## src/rtl/muldiv_hilo_if.sv

```systemverilog
// -----------------------------------------------------------------------------
// muldiv_hilo_if
// Bundle between the EX stage and the multiply/divide HiLo sequencer.
//   start       EX holds a valid mul/div op this cycle
//   op          3'b000 MULT, 001 MULTU, 010 DIV, 011 DIVU, 100 MADD, 101 MSUB
//   a, b        rs / rt operands after forwarding
//   hilo_req    EX holds MFHI/MFLO this cycle
//   flush       synchronous cancel of the in-flight op
//   hilo_read   current {Hi,Lo}, consumed by MADD/MSUB only
//   busy        operation in flight
//   stall       freeze IF/ID/EX
//   hilo_en     one-cycle HiLo write strobe
//   hilo_write  {Hi,Lo} write data
//   done        one-cycle completion pulse, coincident with hilo_en
//   div_by_zero one-cycle pulse with hilo_en when the divisor was 0
// master = EX side, slave = sequencer.
// -----------------------------------------------------------------------------
interface muldiv_hilo_if #(
    parameter int WIDTH = 32
);
    logic                 start;
    logic [2:0]           op;
    logic [WIDTH-1:0]     a;
    logic [WIDTH-1:0]     b;
    logic                 hilo_req;
    logic                 flush;
    logic [2*WIDTH-1:0]   hilo_read;
    logic                 busy;
    logic                 stall;
    logic                 hilo_en;
    logic [2*WIDTH-1:0]   hilo_write;
    logic                 done;
    logic                 div_by_zero;

    modport master (
        output start, op, a, b, hilo_req, flush, hilo_read,
        input  busy, stall, hilo_en, hilo_write, done, div_by_zero
    );

    modport slave (
        input  start, op, a, b, hilo_req, flush, hilo_read,
        output busy, stall, hilo_en, hilo_write, done, div_by_zero
    );
endinterface

```

## src/rtl/muldiv_hilo_sequencer.sv

```systemverilog
// -----------------------------------------------------------------------------
// muldiv_hilo_sequencer
// Radix-2 multi-cycle multiply/divide unit that owns every write to HiLo.
// States IDLE -> MUL/DIV (WIDTH cycles) -> FIX (sign correction) -> WRITE.
// Ports:
//   clk    rising-edge clock
//   rst_n  asynchronous active-low reset
//   bus    muldiv_hilo_if.slave (see interface file for signal list)
// Optional feature macro: MULDIV_ACCUM_EN enables MADD/MSUB (op 100/101),
// which add/subtract the signed product to/from HiLo sampled at start.
// -----------------------------------------------------------------------------
module muldiv_hilo_sequencer #(
    parameter int WIDTH = 32
) (
    input  logic             clk,
    input  logic             rst_n,
    muldiv_hilo_if.slave     bus
);
    localparam int CW = $clog2(WIDTH);
    localparam logic [CW-1:0] LAST = CW'(WIDTH - 1);

    typedef enum logic [2:0] {
        IDLE  = 3'd0,
        MUL   = 3'd1,
        DIV   = 3'd2,
        FIX   = 3'd3,
        WRITE = 3'd4
    } state_t;

    state_t               state_r, state_n;
    logic [CW-1:0]        count_r;
    logic [WIDTH-1:0]     mag_a_r, mag_b_r, a_orig_r;
    logic [2*WIDTH-1:0]   acc_r;
    logic                 is_div_r, neg_res_r, neg_rem_r, dbz_r;
    logic [2*WIDTH-1:0]   hilo_write_r;
    logic                 hilo_en_r, done_r, dbz_out_r;

    logic                 op_valid_s, op_signed_s, op_div_s, op_acc_s, op_sub_s;
    logic                 accept_s, b_zero_s, sign_a_s, sign_b_s;
    logic [WIDTH-1:0]     mag_a_in_s, mag_b_in_s;
    logic [WIDTH:0]       mul_sum_s, div_shift_s, div_diff_s;
    logic                 div_fits_s;
    logic [2*WIDTH-1:0]   prod_s, fix_result_s;
    logic [WIDTH-1:0]     quo_s, rem_s;

`ifdef MULDIV_ACCUM_EN
    logic [2*WIDTH-1:0]   base_r;
    logic                 acc_op_r, sub_op_r;
`else
    logic                 unused_hilo_read_s;
    assign unused_hilo_read_s = ^bus.hilo_read;
`endif

    // Opcode decode: validity, signedness, divide and accumulate flavours
    always_comb begin
        op_valid_s  = 1'b0;
        op_signed_s = 1'b0;
        op_div_s    = 1'b0;
        op_acc_s    = 1'b0;
        op_sub_s    = 1'b0;
        case (bus.op)
            3'b000: begin op_valid_s = 1'b1; op_signed_s = 1'b1; end
            3'b001: begin op_valid_s = 1'b1; end
            3'b010: begin op_valid_s = 1'b1; op_signed_s = 1'b1; op_div_s = 1'b1; end
            3'b011: begin op_valid_s = 1'b1; op_div_s = 1'b1; end
`ifdef MULDIV_ACCUM_EN
            3'b100: begin op_valid_s = 1'b1; op_signed_s = 1'b1; op_acc_s = 1'b1; end
            3'b101: begin op_valid_s = 1'b1; op_signed_s = 1'b1; op_acc_s = 1'b1; op_sub_s = 1'b1; end
`endif
            default: begin
                op_valid_s = 1'b0;
            end
        endcase
    end

    assign accept_s   = bus.start & op_valid_s & ~bus.flush;
    assign b_zero_s   = (bus.b == {WIDTH{1'b0}});
    assign sign_a_s   = op_signed_s & bus.a[WIDTH-1];
    assign sign_b_s   = op_signed_s & bus.b[WIDTH-1];
    assign mag_a_in_s = sign_a_s ? ({WIDTH{1'b0}} - bus.a) : bus.a;
    assign mag_b_in_s = sign_b_s ? ({WIDTH{1'b0}} - bus.b) : bus.b;

    // Shift-add step: the upper half accumulates, product bits shift into the lower half
    assign mul_sum_s   = {1'b0, acc_r[2*WIDTH-1:WIDTH]} +
                         {1'b0, (mag_b_r[0] ? mag_a_r : {WIDTH{1'b0}})};
    // Restoring-divide step: remainder lives in the upper half, quotient bits enter the lower half
    assign div_shift_s = {acc_r[2*WIDTH-1:WIDTH], mag_a_r[WIDTH-1]};
    assign div_diff_s  = div_shift_s - {1'b0, mag_b_r};
    assign div_fits_s  = ~div_diff_s[WIDTH];

    assign quo_s  = acc_r[WIDTH-1:0];
    assign rem_s  = acc_r[2*WIDTH-1:WIDTH];
    assign prod_s = neg_res_r ? ({(2*WIDTH){1'b0}} - acc_r) : acc_r;

    // Sign correction of the magnitude result, divide-by-zero override and accumulate
    always_comb begin
        fix_result_s = prod_s;
        if (dbz_r) begin
            fix_result_s = {a_orig_r, {WIDTH{1'b1}}};
        end else if (is_div_r) begin
            fix_result_s = {(neg_rem_r ? ({WIDTH{1'b0}} - rem_s) : rem_s),
                            (neg_res_r ? ({WIDTH{1'b0}} - quo_s) : quo_s)};
        end else begin
`ifdef MULDIV_ACCUM_EN
            if (acc_op_r) begin
                fix_result_s = sub_op_r ? (base_r - prod_s) : (base_r + prod_s);
            end else begin
                fix_result_s = prod_s;
            end
`else
            fix_result_s = prod_s;
`endif
        end
    end

    // State register
    always_ff @(posedge clk or negedge rst_n) begin
        if (!rst_n) begin
            state_r <= IDLE;
        end else begin
            state_r <= state_n;
        end
    end

    // Next-state logic; flush cancels everything except the WRITE already committed
    always_comb begin
        state_n = state_r;
        case (state_r)
            IDLE: begin
                if (accept_s) begin
                    if (op_div_s) begin
                        state_n = b_zero_s ? FIX : DIV;
                    end else begin
                        state_n = MUL;
                    end
                end else begin
                    state_n = IDLE;
                end
            end
            MUL, DIV: begin
                if (bus.flush) begin
                    state_n = IDLE;
                end else if (count_r == LAST) begin
                    state_n = FIX;
                end else begin
                    state_n = state_r;
                end
            end
            FIX: begin
                if (bus.flush) begin
                    state_n = IDLE;
                end else begin
                    state_n = WRITE;
                end
            end
            WRITE:   state_n = IDLE;
            default: state_n = IDLE;
        endcase
    end

    // Operand capture, iteration datapath and registered result outputs
    always_ff @(posedge clk or negedge rst_n) begin
        if (!rst_n) begin
            count_r      <= {CW{1'b0}};
            mag_a_r      <= {WIDTH{1'b0}};
            mag_b_r      <= {WIDTH{1'b0}};
            a_orig_r     <= {WIDTH{1'b0}};
            acc_r        <= {(2*WIDTH){1'b0}};
            is_div_r     <= 1'b0;
            neg_res_r    <= 1'b0;
            neg_rem_r    <= 1'b0;
            dbz_r        <= 1'b0;
            hilo_write_r <= {(2*WIDTH){1'b0}};
            hilo_en_r    <= 1'b0;
            done_r       <= 1'b0;
            dbz_out_r    <= 1'b0;
`ifdef MULDIV_ACCUM_EN
            base_r       <= {(2*WIDTH){1'b0}};
            acc_op_r     <= 1'b0;
            sub_op_r     <= 1'b0;
`endif
        end else begin
            case (state_r)
                IDLE: begin
                    if (accept_s) begin
                        count_r   <= {CW{1'b0}};
                        mag_a_r   <= mag_a_in_s;
                        mag_b_r   <= mag_b_in_s;
                        a_orig_r  <= bus.a;
                        acc_r     <= {(2*WIDTH){1'b0}};
                        is_div_r  <= op_div_s;
                        neg_res_r <= sign_a_s ^ sign_b_s;
                        neg_rem_r <= sign_a_s;
                        dbz_r     <= op_div_s & b_zero_s;
`ifdef MULDIV_ACCUM_EN
                        base_r    <= bus.hilo_read;
                        acc_op_r  <= op_acc_s;
                        sub_op_r  <= op_sub_s;
`endif
                    end else begin
                        count_r <= count_r;
                    end
                end
                MUL: begin
                    acc_r   <= {mul_sum_s, acc_r[WIDTH-1:1]};
                    mag_b_r <= {1'b0, mag_b_r[WIDTH-1:1]};
                    count_r <= count_r + CW'(1'b1);
                end
                DIV: begin
                    acc_r   <= {(div_fits_s ? div_diff_s[WIDTH-1:0] : div_shift_s[WIDTH-1:0]),
                                acc_r[WIDTH-2:0], div_fits_s};
                    mag_a_r <= {mag_a_r[WIDTH-2:0], 1'b0};
                    count_r <= count_r + CW'(1'b1);
                end
                FIX: begin
                    if (!bus.flush) begin
                        hilo_write_r <= fix_result_s;
                        hilo_en_r    <= 1'b1;
                        done_r       <= 1'b1;
                        dbz_out_r    <= dbz_r;
                    end else begin
                        hilo_en_r    <= 1'b0;
                        done_r       <= 1'b0;
                        dbz_out_r    <= 1'b0;
                    end
                end
                WRITE: begin
                    hilo_en_r <= 1'b0;
                    done_r    <= 1'b0;
                    dbz_out_r <= 1'b0;
                end
                default: begin
                    hilo_en_r <= 1'b0;
                    done_r    <= 1'b0;
                    dbz_out_r <= 1'b0;
                end
            endcase
        end
    end

    assign bus.busy        = (state_r != IDLE);
    assign bus.stall       = bus.busy & (bus.start | bus.hilo_req);
    assign bus.hilo_en     = hilo_en_r;
    assign bus.done        = done_r;
    assign bus.div_by_zero = dbz_out_r;
    assign bus.hilo_write  = hilo_write_r;
endmodule

```

## src/flat_wrapper.sv

```systemverilog
// flat-port wrapper written by rule: the top's interface ports become plain ports
module muldiv_hilo_sequencer_flat 
#(
    parameter int WIDTH = 32
)
  (clk, rst_n, bus_start, bus_op, bus_a, bus_b, bus_hilo_req, bus_flush, bus_hilo_read, bus_busy, bus_stall, bus_hilo_en, bus_hilo_write, bus_done, bus_div_by_zero);
  muldiv_hilo_if #(.WIDTH(WIDTH)) bus_i ();
  input  logic clk;
  input  logic rst_n;
  input wire logic [$bits(bus_i.start)-1:0] bus_start;
  input wire logic [$bits(bus_i.op)-1:0] bus_op;
  input wire logic [$bits(bus_i.a)-1:0] bus_a;
  input wire logic [$bits(bus_i.b)-1:0] bus_b;
  input wire logic [$bits(bus_i.hilo_req)-1:0] bus_hilo_req;
  input wire logic [$bits(bus_i.flush)-1:0] bus_flush;
  input wire logic [$bits(bus_i.hilo_read)-1:0] bus_hilo_read;
  output wire logic [$bits(bus_i.busy)-1:0] bus_busy;
  output wire logic [$bits(bus_i.stall)-1:0] bus_stall;
  output wire logic [$bits(bus_i.hilo_en)-1:0] bus_hilo_en;
  output wire logic [$bits(bus_i.hilo_write)-1:0] bus_hilo_write;
  output wire logic [$bits(bus_i.done)-1:0] bus_done;
  output wire logic [$bits(bus_i.div_by_zero)-1:0] bus_div_by_zero;
  assign bus_i.start = bus_start;
  assign bus_i.op = bus_op;
  assign bus_i.a = bus_a;
  assign bus_i.b = bus_b;
  assign bus_i.hilo_req = bus_hilo_req;
  assign bus_i.flush = bus_flush;
  assign bus_i.hilo_read = bus_hilo_read;
  assign bus_busy = bus_i.busy;
  assign bus_stall = bus_i.stall;
  assign bus_hilo_en = bus_i.hilo_en;
  assign bus_hilo_write = bus_i.hilo_write;
  assign bus_done = bus_i.done;
  assign bus_div_by_zero = bus_i.div_by_zero;
  muldiv_hilo_sequencer #(.WIDTH(WIDTH)) u_core (.clk(clk), .rst_n(rst_n), .bus(bus_i));
endmodule
```

## config.mk

```make
export PLATFORM = sky130hd
export DESIGN_NAME = muldiv_hilo_sequencer_flat
export DESIGN_NICKNAME = d
export VERILOG_FILES = /design/src/rtl/muldiv_hilo_if.sv /design/src/rtl/muldiv_hilo_sequencer.sv /design/src/flat_wrapper.sv
export SDC_FILE = /design/constraint.sdc
export NUM_CORES = 1
export LEC_CHECK = 0
export ABC_AREA = 0
export ABC_CLOCK_PERIOD_IN_PS = 3100
export CAP_MARGIN = 40
export CORE_MARGIN = 1
export CORE_UTILIZATION = 31
export DETAILED_ROUTE_END_ITERATION = 10
export GPL_TIMING_DRIVEN = 1
export PLACE_DENSITY = 0.57
export RECOVER_POWER = 25
export SYNTH_ARGS = -nofsm -noshare
export SYNTH_HDL_FRONTEND = slang
export SYNTH_SLANG_ARGS = --single-unit
```

## constraint.sdc

```tcl
create_clock -name clk -period 3.1 [get_ports clk]
set_input_delay 0.465 -clock clk [delete_from_list [all_inputs] [get_ports clk]]
set_output_delay 0.465 -clock clk [all_outputs]
set_load 0.02 [all_outputs]
```

==> results of run 1 <==
## timing repair
item                       4_1_cts  5_1_grt
pin swaps                       13       47
setup endpoints to repair       37       50
gates resized for setup         39      132
hold buffers                     1        0
setup buffers                    7       21
hold endpoints to repair        61        0
gates cloned                     2        7
## logic make-up after synthesis
logic type	count (synthesis)	share of synthesized area, %
XOR/XNOR	175	9.129
flip-flops	238	35.47
AO/OA/AOI/OAI	672	25.47
adder cells (fa/ha/maj)	73	5.529
multiplexers	18	1.088
AND/OR/NAND/NOR	630	17.81
buffers and inverters	236	5.500
## where the power goes
| part | switching (mW) | total [mW] | internal [mW] | leakage [nW] |
|---|---|---|---|---|
| logic | 7.86 | 14.4 | 6.58 | 6.89 |
| registers | 0.754 | 4.49 | 3.74 | 3.02 |
| clock network | 1.41 | 3.46 | 2.05 | 0.466 |
## critical path: cells and delay by family (launching register included)
family	cells	cell delay, ps
buffers and inverters	2	170
XOR/XNOR	1	170
AO/OA/AOI/OAI	6	1480
AND/OR/NAND/NOR	3	370
flip-flops	1	360
adder cells (fa/ha/maj)	2	480
## stage by stage
stage	instances	power (mW)	instance area [um^2]	hold slack [ps]	util, %
after CTS	3052	20.69	21800	432.2	41.07
final	3080	22.40	22640	473.3	42.66
after floorplan	2042	11.61	16790	169.4	-
after global routing	3080	23.82	22640	502.7	42.66
after global placement	2991	16.48	20540	457.8	38.71
after detailed placement	2992	16.58	20560	463.2	38.73
## metal layers
metal	global-route usage (%)	wire length [um]
met1	26.50	25090
met2	37.45	29830
met5	0	0
met3	1.915	2706
met4	6.639	1947
## final cells by class
cell class,count,share of cell area [%]
timing repair buffer,433,17.11
sequential,238,26.32
inverter,102,1.691
multi-input combinational,1569,46.84
tap,688,3.802
clock inverter,12,0.7018
clock buffer,38,3.525
## sequential cells by signal, indices dropped and copies added, names as in the netlist
signal / count
u_core.a_orig_r: 32
u_core.count_r: 5
u_core.neg_rem_r: 1
u_core.dbz_r: 1
u_core.state_r: 3
u_core.acc_r: 64
u_core.mag_a_r: 32
u_core.bus.hilo_en: 1
u_core.mag_b_r: 32
u_core.is_div_r: 1
u_core.neg_res_r: 1
u_core.bus.div_by_zero: 1
u_core.bus.hilo_write: 64
## layout by cell type, fill, tap and decap left out, drive strengths merged, types with 28 or more instances in the layout
| master | count |
|---|---|
| xor2 | 99 |
| dfrtp | 238 |
| a21o | 36 |
| a21oi | 157 |
| a22oi | 76 |
| inv | 101 |
| o21ai | 213 |
| nand2 | 227 |
| nor3 | 36 |
| nor4 | 28 |
| xnor2 | 76 |
| a222oi | 31 |
| nand3 | 38 |
| ha | 71 |
| clkdlybuf4s50 | 139 |
| and2 | 38 |
| clkbuf | 48 |
| nor2 | 149 |
| buf | 283 |
## path summary, 6_finish.rpt
| kind | startpoint | to | slack (ps) | depth (start not counted) |
|---|---|---|---|---|
| hold / removal | u_core.bus.hilo_write[14] | u_core.bus.hilo_write[14] | 470 | 2 |
| hold reg to reg | u_core.bus.hilo_write[14] | u_core.bus.hilo_write[14] | 470 | 2 |
| setup reg to reg | u_core.mag_b_r[0] | u_core.acc_r[61] | -100 | 14 |
| max in group asynchronous | rst_n | u_core.bus.hilo_write[46] | 440 | 3 |
| setup / recovery | u_core.mag_b_r[0] | u_core.acc_r[61] | -100 | 14 |
| min in group asynchronous | rst_n | u_core.bus.hilo_write[18] | 860 | 2 |
==> results.md, run 1 <==
* Worst setup margin at -97.18 ps
* Leakage at a little over 10 nW
* Vias in the first global route at 16705
* Outcome: finished, violations left
* Yosys warns at 0
* PortBufs at 140
* Post-Synthesis Net Count at 2251
* Root buffer cell: clkbuf_16
* Synth area leaders: dfrtp_1 35%, o21ai_0 5.8%, ha_1 5.3%
* Cell with the most instances after synthesis: dfrtp_1
* Chip width at about 230 um
* Seq cells post-synth at 238
* Fillcell total at 5176
* Final ANT Viol Nets at 0
* Slew Limit Fails at 67
* Most common library cells after synthesis: 238 x dfrtp_1, 227 x nand2_1, 194 x o21ai_0
* CTS tree: built
* Post-synth EDFFs at 0
* Final hold violations at 0
* Syn-to-layout area delta at 34.86%
* Drt pass-1 iters at 6
* Failing checks: capacitance limit, slew limit, setup timing
* Area of the multi-input gates at roughly 0.011 mm^2
* Die area at 0.05510 mm^2
* Synth Instances at slightly above 2000
* Grt total ovfl at 0
* Fin crit period at approximately 3200 ps
* Dpl ws at -349.8 ps
* Detail-routed via count per cell at 5.473
* Fmax at 312.8 MHz
* WP data arrival at roughly 3600 ps
* Starting Density at 31.63%
* Seq/Total Area, Yosys at a little over a third
* Maximum vdd ir drop at about 0.41 mV
* IO Pins at approximately 200
* RSZ-0062 raised after global routing: true
* Remaining DRCs at 0
* # nets final at roughly 2600
* Worst EP required at approximately 3500 ps
* CP startpoint kind: flip-flop
* Total number of H-tree levels at 1
* Core Rows at 84
* DRC marker count from the first detailed-route iteration at 1164
* Yosys top cell by area: dfrtp_1
* Synthesized area per cell at 8.222 um^2
* # setup viols final at 6
* Slowest stage cell, crit path: o41a_1
* CP Capture Type: flip-flop
* Share of cells above drive strength 1 at a little under a fifth
* CP max FO at 4
* Post-Syn Area at 0.01679 mm^2
* Final Cycle Share at 103.1%
* Clk buf depth at 3
* Gpl congestion at 0.9339
* Critical Path Max Stage Delay at 480 ps
* Detailed placer's ending HPWL at between 40 and 50 mm
* Worst-path clk slew at around 60 ps
* Final wirelength at 59.58 mm
* Ant. Diodes at 0
* Sink Count at approximately 240
* CP Class: flip-flop to flip-flop
* Number of max-cap violations at 1
* PwrDens at approximately 990 mW/mm^2
* Total track usage at between 20% and 30%
* Synth cell types at 75
* Final TNS setup at -235.5 ps
* Top cell type's share of synthesized area at 35.47%
* Avg WL per Cell at ~19 um
* Cts bufs inserted at 28
* Relative slew margins at -12.50%
* FF/Latch Area at 0.005961 mm^2
* Largest net degree at the start of global routing at 71
* Most frequent CP cell: a21o_1
* Initial antenna violation count at 0
* Routed vias at 16857
* Core footprint at about 0.053 mm^2
* CP cell instances: buf_4 -> and2_4 -> ha_4 -> inv_2 -> fa_2 -> nand2b_4 -> a21o_1 -> a21o_1 -> o21ai_2 -> nor4_2 -> o41a_1 -> o311ai_2 -> xnor2_1 -> o22ai_1
* Die Y-Extent at roughly 230 um
* First-pass GRT wire length at just over 90 mm
* Synth Flop Type: dfrtp_1
* HP Class: flip-flop to flip-flop
* Worst-Margin Slew at ~1700 ps
* Clock Skews at ~32 ps
* Clock Latency Late Sink at between 500 and 600 ps
* Fraction of registers with async set/reset at 100.0%
No activity file was read; power rests on OpenSTA's default activity.
==> run 2, diff against run 1 <==
--- a/config.mk
+++ b/config.mk
@@ -6,7 +6,6 @@
 export NUM_CORES = 1
 export LEC_CHECK = 0
 export ABC_AREA = 0
-export ABC_CLOCK_PERIOD_IN_PS = 3100
 export CAP_MARGIN = 40
 export CORE_MARGIN = 1
 export CORE_UTILIZATION = 31
==> results of run 2 <==
The final DEF is identical to that of run 1; final timing and power are the same.
